--- src/rtl/bnn_pkg.sv ---
// Shared definitions for the BNN XNOR-popcount neuron datapath.
//   WORD_W      : activation/weight word width
//   PC_W        : popcount width for one word (0..32)
//   state_e     : neuron sequencer states
//   bipolar_dot : converts a matching-bit count over n words into the
//                 signed +1/-1 dot product (2*acc - WORD_W*n)
package bnn_pkg;

    localparam int unsigned WORD_W = 32;
    localparam int unsigned PC_W   = 6;

    typedef enum logic [1:0] {
        StIdle,
        StAccum,
        StDrain,
        StOut
    } state_e;

    function automatic int bipolar_dot(input int acc, input int n);
        return 2 * acc - int'(WORD_W) * n;
    endfunction

endpackage

--- src/rtl/bnn_xnor_neuron_seq_if.sv ---
// Job, word-stream and result signals of one binary neuron sequencer.
//   master : job issuer / word streamer / result consumer
//   slave  : the neuron sequencer
//   start/num_words/threshold/busy  : job framing
//   in_valid/in_ready/act/wgt       : word stream
//   out_valid/out_ready/acc_out/dot_out/bit_out : result
interface bnn_xnor_neuron_seq_if #(
    parameter int unsigned WORDS_MAX = 16,
    parameter int unsigned ACC_W     = 10
);
    localparam int unsigned CNT_W = $clog2(WORDS_MAX) + 1;

    logic             start;
    logic [CNT_W-1:0] num_words;
    logic [ACC_W-1:0] threshold;
    logic             busy;
    logic             in_valid;
    logic             in_ready;
    logic [31:0]      act;
    logic [31:0]      wgt;
    logic             out_valid;
    logic             out_ready;
    logic [ACC_W-1:0] acc_out;
    logic [ACC_W:0]   dot_out;
    logic             bit_out;

    modport master (
        output start, num_words, threshold, in_valid, act, wgt, out_ready,
        input  busy, in_ready, out_valid, acc_out, dot_out, bit_out
    );

    modport slave (
        input  start, num_words, threshold, in_valid, act, wgt, out_ready,
        output busy, in_ready, out_valid, acc_out, dot_out, bit_out
    );

endinterface

--- src/rtl/popcount32.sv ---
// Purely combinational count of set bits in a 32-bit word.
//   data_i  : word to count
//   count_o : number of ones, 0..32
module popcount32
    import bnn_pkg::*;
(
    input  logic [WORD_W-1:0] data_i,
    output logic [PC_W-1:0]   count_o
);

    always_comb begin
        count_o = '0;
        for (int i = 0; i < int'(WORD_W); i++) begin
            count_o = count_o + {{(PC_W-1){1'b0}}, data_i[i]};
        end
    end

endmodule

--- src/rtl/bnn_xnor_neuron_seq.sv ---
// Sequences one binary-neuron dot product over N words: each accepted word
// pair is XNORed and popcounted, the counts are accumulated one cycle later,
// and the total is thresholded into a binarised activation.
//   clk : rising-edge clock
//   rst : synchronous active-high reset, abandons any job in flight
//   bus : slave side of the job / word-stream / result interface
module bnn_xnor_neuron_seq
    import bnn_pkg::*;
#(
    parameter int unsigned WORDS_MAX = 16,
    parameter int unsigned ACC_W     = 10
) (
    input logic                  clk,
    input logic                  rst,
    bnn_xnor_neuron_seq_if.slave bus
);

    localparam int unsigned CNT_W = $clog2(WORDS_MAX) + 1;

    state_e           state_q,     state_d;
    logic [CNT_W-1:0] n_q,         n_d;
    logic [CNT_W-1:0] cnt_q,       cnt_d;
    logic [ACC_W-1:0] thr_q,       thr_d;
    logic [PC_W-1:0]  pc_q,        pc_d;
    logic             pc_vld_q,    pc_vld_d;
    logic [ACC_W-1:0] acc_q,       acc_d;
    logic             busy_q,      busy_d;
    logic             out_valid_q, out_valid_d;
    logic [ACC_W-1:0] acc_out_q,   acc_out_d;
    logic [ACC_W:0]   dot_out_q,   dot_out_d;
    logic             bit_out_q,   bit_out_d;

    logic [WORD_W-1:0] xn;
    logic [PC_W-1:0]   pc;
    logic              in_ready;
    logic              accept;
    logic [ACC_W-1:0]  acc_sum;
    logic [CNT_W-1:0]  n_new;

    assign xn = ~(bus.act ^ bus.wgt);

    popcount32 u_popcount32 (
        .data_i  (xn),
        .count_o (pc)
    );

    always_comb begin
        state_d     = state_q;
        n_d         = n_q;
        cnt_d       = cnt_q;
        thr_d       = thr_q;
        busy_d      = busy_q;
        out_valid_d = out_valid_q;
        acc_out_d   = acc_out_q;
        dot_out_d   = dot_out_q;
        bit_out_d   = bit_out_q;

        in_ready = (state_q == StAccum) && (cnt_q < n_q);
        accept   = bus.in_valid && in_ready;

        // Stage 1 registers this cycle's popcount; stage 2 folds it in.
        pc_d     = pc;
        pc_vld_d = accept;
        acc_sum  = acc_q + (pc_vld_q ? ACC_W'(pc_q) : '0);
        acc_d    = acc_sum;

        n_new = (bus.num_words > CNT_W'(WORDS_MAX)) ? CNT_W'(WORDS_MAX) : bus.num_words;

        unique case (state_q)
            StIdle: begin
                if (bus.start) begin
                    n_d      = n_new;
                    thr_d    = bus.threshold;
                    cnt_d    = '0;
                    acc_d    = '0;
                    pc_vld_d = 1'b0;
                    busy_d   = 1'b1;
                    if (n_new == '0) begin
                        // Empty job: the result is known immediately.
                        state_d     = StOut;
                        out_valid_d = 1'b1;
                        acc_out_d   = '0;
                        dot_out_d   = '0;
                        bit_out_d   = (bus.threshold == '0);
                    end else begin
                        state_d = StAccum;
                    end
                end
            end
            StAccum: begin
                if (accept) begin
                    cnt_d = cnt_q + CNT_W'(1);
                    if (cnt_q + CNT_W'(1) == n_q) begin
                        state_d = StDrain;
                    end
                end
            end
            StDrain: begin
                // acc_sum already includes the last word's popcount.
                state_d     = StOut;
                out_valid_d = 1'b1;
                acc_out_d   = acc_sum;
                dot_out_d   = (ACC_W+1)'(bipolar_dot(int'(acc_sum), int'(n_q)));
                bit_out_d   = (acc_sum >= thr_q);
            end
            StOut: begin
                if (bus.out_ready) begin
                    state_d     = StIdle;
                    out_valid_d = 1'b0;
                    busy_d      = 1'b0;
                end
            end
            default: state_d = StIdle;
        endcase
    end

    always_ff @(posedge clk) begin
        if (rst) begin
            state_q     <= StIdle;
            n_q         <= '0;
            cnt_q       <= '0;
            thr_q       <= '0;
            pc_q        <= '0;
            pc_vld_q    <= 1'b0;
            acc_q       <= '0;
            busy_q      <= 1'b0;
            out_valid_q <= 1'b0;
            acc_out_q   <= '0;
            dot_out_q   <= '0;
            bit_out_q   <= 1'b0;
        end else begin
            state_q     <= state_d;
            n_q         <= n_d;
            cnt_q       <= cnt_d;
            thr_q       <= thr_d;
            pc_q        <= pc_d;
            pc_vld_q    <= pc_vld_d;
            acc_q       <= acc_d;
            busy_q      <= busy_d;
            out_valid_q <= out_valid_d;
            acc_out_q   <= acc_out_d;
            dot_out_q   <= dot_out_d;
            bit_out_q   <= bit_out_d;
        end
    end

    assign bus.in_ready  = in_ready;
    assign bus.busy      = busy_q;
    assign bus.out_valid = out_valid_q;
    assign bus.acc_out   = acc_out_q;
    assign bus.dot_out   = dot_out_q;
    assign bus.bit_out   = bit_out_q;

endmodule

--- src/flat_wrapper.sv ---
// flat-port wrapper written by rule: the top's interface ports become plain ports
module bnn_xnor_neuron_seq_flat import bnn_pkg::*;
#(
    parameter int unsigned WORDS_MAX = 16,
    parameter int unsigned ACC_W     = 10
)
  (clk, rst, bus_start, bus_num_words, bus_threshold, bus_in_valid, bus_act, bus_wgt, bus_out_ready, bus_busy, bus_in_ready, bus_out_valid, bus_acc_out, bus_dot_out, bus_bit_out);
  bnn_xnor_neuron_seq_if #(.WORDS_MAX(WORDS_MAX), .ACC_W(ACC_W)) bus_i ();
  input logic clk;
  input logic rst;
  input wire logic [$bits(bus_i.start)-1:0] bus_start;
  input wire logic [$bits(bus_i.num_words)-1:0] bus_num_words;
  input wire logic [$bits(bus_i.threshold)-1:0] bus_threshold;
  input wire logic [$bits(bus_i.in_valid)-1:0] bus_in_valid;
  input wire logic [$bits(bus_i.act)-1:0] bus_act;
  input wire logic [$bits(bus_i.wgt)-1:0] bus_wgt;
  input wire logic [$bits(bus_i.out_ready)-1:0] bus_out_ready;
  output wire logic [$bits(bus_i.busy)-1:0] bus_busy;
  output wire logic [$bits(bus_i.in_ready)-1:0] bus_in_ready;
  output wire logic [$bits(bus_i.out_valid)-1:0] bus_out_valid;
  output wire logic [$bits(bus_i.acc_out)-1:0] bus_acc_out;
  output wire logic [$bits(bus_i.dot_out)-1:0] bus_dot_out;
  output wire logic [$bits(bus_i.bit_out)-1:0] bus_bit_out;
  assign bus_i.start = bus_start;
  assign bus_i.num_words = bus_num_words;
  assign bus_i.threshold = bus_threshold;
  assign bus_i.in_valid = bus_in_valid;
  assign bus_i.act = bus_act;
  assign bus_i.wgt = bus_wgt;
  assign bus_i.out_ready = bus_out_ready;
  assign bus_busy = bus_i.busy;
  assign bus_in_ready = bus_i.in_ready;
  assign bus_out_valid = bus_i.out_valid;
  assign bus_acc_out = bus_i.acc_out;
  assign bus_dot_out = bus_i.dot_out;
  assign bus_bit_out = bus_i.bit_out;
  bnn_xnor_neuron_seq #(.WORDS_MAX(WORDS_MAX), .ACC_W(ACC_W)) u_core (.clk(clk), .rst(rst), .bus(bus_i));
endmodule
--- config.mk ---
export PLATFORM = sky130hd
export DESIGN_NAME = bnn_xnor_neuron_seq_flat
export DESIGN_NICKNAME = d
export VERILOG_FILES = /design/src/rtl/bnn_pkg.sv /design/src/rtl/bnn_xnor_neuron_seq_if.sv /design/src/rtl/popcount32.sv /design/src/rtl/bnn_xnor_neuron_seq.sv /design/src/flat_wrapper.sv
export SDC_FILE = /design/constraint.sdc
export NUM_CORES = 1
export LEC_CHECK = 0
export ABC_AREA = 1
export BUFFER_PORTS_ARGS = -buffer_cell sky130_fd_sc_hd__buf_2
export CAP_MARGIN = 20
export CORE_UTILIZATION = 50
export CTS_CLUSTER_SIZE = 12
export DETAILED_ROUTE_END_ITERATION = 10
export GPL_TIMING_DRIVEN = 0
export PLACE_DENSITY = 0.77
export SYNTH_ARGS = -nofsm -noshare
export SYNTH_HDL_FRONTEND = slang
export SYNTH_HIERARCHICAL = 1
export SYNTH_SLANG_ARGS = --single-unit
--- constraint.sdc ---
create_clock -name clk -period 11 [get_ports clk]
set_input_delay 1.65 -clock clk [delete_from_list [all_inputs] [get_ports clk]]
set_output_delay 1.65 -clock clk [all_outputs]
set_load 0.01 [all_outputs]
==> run_results.csv <==
group,metric,value,unit
cts,number_of_post_cts_setup_repair_buffers,0,
critical_path,largest_fanout_of_any_net_on_the_critical_path,2,
timing,timing_worst_slew_pin_value,0.573,ns
logic_synthesis,synth_top_flop_cell,"sky130_fd_sc_hd__dfxtp_1",
timing,rsz0062_at_grt,"false",
cts,cts_made_buffers,9,
final_layout,share_of_cells_above_drive_strength_1,20.1,%
logic_synthesis,yosys-top-cells-count,"sky130_fd_sc_hd__inv_1, sky130_fd_sc_hd__nand2_1, sky130_fd_sc_hd__dfxtp_1",
grt,grt_pass1_vias,3705,
cts,clock_tree.buffer_depth,2,
detailed_routing,vias_per_cell,4.86,
floorplanning,rows,33,
pwr,leakagePower,0.00281,µW
logic_synthesis,yosys.area.top_type,"sky130_fd_sc_hd__dfxtp_1",
logic_synthesis,synth_area,0.00437,mm²
floorplanning,die_area,0.00912,mm²
pwr,p_per_area,294,mW/mm²
logic_synthesis,synth_area_per_cell,7.37,µm²
detailed_routing,drt_iter0_drc,144,
grt,grt_antenna_before_repair,0,
floorplanning,initial_core_util,52.4,%
grt,grt_pass1_wl,15.8,mm
logic_synthesis,post_synth_main_area_contributors,"sky130_fd_sc_hd__dfxtp_1, sky130_fd_sc_hd__fa_1, sky130_fd_sc_hd__ha_1, sky130_fd_sc_hd__inv_1, sky130_fd_sc_hd__nand2_1",
logic_synthesis,seq_area_frac_synth,26.6,%
timing,final.hold.worst_slack,0.463,ns
cts,cts_repair_resize_count,0,
pwr,clock_power_share,14.3,%
detailed_routing,drt_drc_violations_left,0,
timing,final_max_slew_viol_count,0,
final_layout,multiInputGateArea,0.00267,mm²
grt,gr-total-overflow,0,
final_layout,sequential_cell_area,0.00116,mm²
cts,clkLatencyLatePin,0.34,ns
critical_path,crit_type,"input port to flip-flop",
logic_synthesis,cell_count_after_synthesis,593,
placed_design,gpl.final_weighted_congestion,0.889,
pwr,seq_power_share,17.5,%
floorplanning,pin_count,109,
logic_synthesis,synth.distinct_cells,32,
run,number_of_violations_of_the_max_capacitance_limit,0,
floorplanning,coreArea,0.00834,mm²
floorplanning,die_w,95.5,µm
timing,min_period_over_period,54.9,%
cts,clkSlewWorstSetupHoldPaths,0.07,ns
timing,finalCriticalPeriod,6.04,ns
logic_synthesis,ys_ff_latch,58,
cts,cts_tree,"yes",
status,outcome,"finished clean",
pwr,net-switching-power,725,µW
cts,cts.sink_count,58,
critical_path,crit_arrival,6.24,ns
pwr,irDropWorstVdd,0.311,mV
critical_path,critPathLaunchType,"input port",
final_layout,area.growth.synth_to_final,20.4,%
detailed_routing,num_vias,3990,
critical_path,critPathCaptureType,"flip-flop",
final_layout,n_antenna_cell,0,
timing,setup_slack,4.96,ns
detailed_routing,wl,9.63,mm
critical_path,cp_data_required_time,11.21,ns
logic_synthesis,synth_fp_nets,742,
timing,finalSetupViolations,0,
timing,setup-tns-final,0,ns
final_layout,layout.filler_cells,767,
pwr,power.share.combinational,68.2,%
detailed_routing,routedWlPerCell,11.7,µm
final_layout,layout.core_utilization,63.1,%
cts,cts_htree_levels,3,
placed_design,dp_worst_setup_slack,4.58,ns
timing,clock-skew-final,0.00991,ns
timing,slew-limit-headroom,61.8,%
timing,finalHoldViolCount,0,
placed_design,port-buffer-count,107,
grt,gr-usage-all-layers,22.5,%
cts,cts-root-buf,"sky130_fd_sc_hd__clkbuf_8",
logic_synthesis,synth-edff-count,0,
logic_synthesis,async_flop_share,0,%
logic_synthesis,yosysWarningCount,6,
pwr,report.power.total,1550,µW
final_layout,finish.net_count,860,
pwr,power.share.switching,46.9,%
timing,max_freq,166,MHz
hold_path,worst_hold_check_path_type,"flip-flop to flip-flop",
detailed_routing,ant_nets,0,
placed_design,place.detailed.hpwl,8.04,mm
detailed_routing,first_pass_iters,5,
floorplanning,die_h,95.5,µm
pwr,power.internal,821,µW
grt,grt_max_degree,13,
logic_synthesis,synth_largest_type_area_fraction,26.6,%
cts,cts_hold_buf,0,
final cells by class:
cell class              count  share of cell area [%]
multi-input cells         400                    50.8
flip-flops and latches     58                    22.1
repair buffers            107                    10.2
inverters                 120                    8.56
well taps                 105                    2.50
clock buffers               9                    2.35
clock inverters             7                    1.95
plain buffers              15                    1.62
per-stage QoR:
| step | instance area (µm²) | instances |
|---|---|---|
| finish | 5260 | 821 |
| global route | 5260 | 821 |
| CTS | 5260 | 821 |
| detailed placement | 5040 | 805 |
| global placement | 5040 | 805 |
| floorplan | 4370 | 593 |
sequential cells by signal (all words and copies together) (netlist names):
register,flops
u_core/acc_q,10
u_core/bus.acc_out,10
u_core/thr_q,10
u_core/bus.dot_out,6
u_core/pc_q,6
u_core/cnt_q,5
u_core/n_q,5
u_core/state_q,2
u_core/bus.bit_out,1
u_core/bus.busy,1
u_core/bus.out_valid,1
u_core/pc_vld_q,1
cells in the final DEF, fill, tap and decap left out, types with 9 or more instances in the layout:
cell	Yosys	routed
sky130_fd_sc_hd__nor2_1	45	45
sky130_fd_sc_hd__o21ai_0	17	17
sky130_fd_sc_hd__xnor2_1	36	36
sky130_fd_sc_hd__clkbuf_8	0	9
sky130_fd_sc_hd__ha_1	39	39
sky130_fd_sc_hd__buf_2	2	109
sky130_fd_sc_hd__fa_1	26	26
sky130_fd_sc_hd__nand2_1	118	118
sky130_fd_sc_hd__a21oi_1	53	53
sky130_fd_sc_hd__dfxtp_1	58	58
sky130_fd_sc_hd__nand3_1	29	29
sky130_fd_sc_hd__inv_1	118	118
power groups by stage:
| stage | registers [µW] | clock network, µW | logic [µW] |
|---|---|---|---|
| after floorplan | 272 | 0 | 844 |
| after global placement | 274 | 0 | 999 |
| after detailed placement | 276 | 0 | 1060 |
| after CTS | 271 | 225 | 1060 |
| after global routing | 274 | 236 | 1240 |
| final | 271 | 220 | 1050 |
logic make-up (layout without fill, tap and decap cells):
group / after synthesis / count (layout) / share of synthesized area, %
AND/OR/NAND/NOR: 217 / 217 / 21.0
buffers and inverters: 135 / 258 / 12.3
AO/OA/AOI/OAI: 79 / 79 / 9.36
adder cells (fa/ha/maj): 65 / 65 / 23.1
flip-flops: 58 / 58 / 26.6
XOR/XNOR: 38 / 38 / 7.62
other: 1 / 1 / 0.0858
layer usage:
metal	vias to the layer above	routed length (µm)	track usage [%]	part of all wire, %
met1	1811	4030	26.1	42
met3	6	565	6.86	5.9
met4	0	68	5.10	0.71
met2	106	4970	40.6	52
met5	-	0	0	0
li1	2067	-	-	-
worst max-delay path: stages:
cell                      delay [ns]
sky130_fd_sc_hd__buf_2          0.10
sky130_fd_sc_hd__xnor2_1        0.14
sky130_fd_sc_hd__fa_1           0.54
sky130_fd_sc_hd__inv_1          0.06
sky130_fd_sc_hd__fa_1           0.51
sky130_fd_sc_hd__inv_1          0.05
sky130_fd_sc_hd__fa_1           0.47
sky130_fd_sc_hd__inv_1          0.05
sky130_fd_sc_hd__fa_1           0.46
sky130_fd_sc_hd__fa_1           0.54
sky130_fd_sc_hd__fa_1           0.42
sky130_fd_sc_hd__fa_1           0.42
sky130_fd_sc_hd__fa_1           0.42
sky130_fd_sc_hd__inv_1          0.07
sky130_fd_sc_hd__nand2_1        0.04
sky130_fd_sc_hd__nand2_1        0.07
sky130_fd_sc_hd__nand2_1        0.05
sky130_fd_sc_hd__nand2_1        0.06
sky130_fd_sc_hd__nand2_1        0.05
sky130_fd_sc_hd__inv_1          0.04
sky130_fd_sc_hd__nor2_1         0.03
worst paths after layout:
kind / from / end / slack, ns / cells after the start
setup reg to reg: u_core/pc_vld_q / u_core/bus.dot_out[8] / 7.87 / 18
hold / removal: u_core/bus.acc_out[7] / u_core/bus.acc_out[7] / 0.46 / 2
setup / recovery: bus_wgt[19] / u_core/pc_q[4] / 4.96 / 21
hold reg to reg: u_core/bus.acc_out[7] / u_core/bus.acc_out[7] / 0.46 / 2
Note: power is estimated with default switching activity, not from simulation.
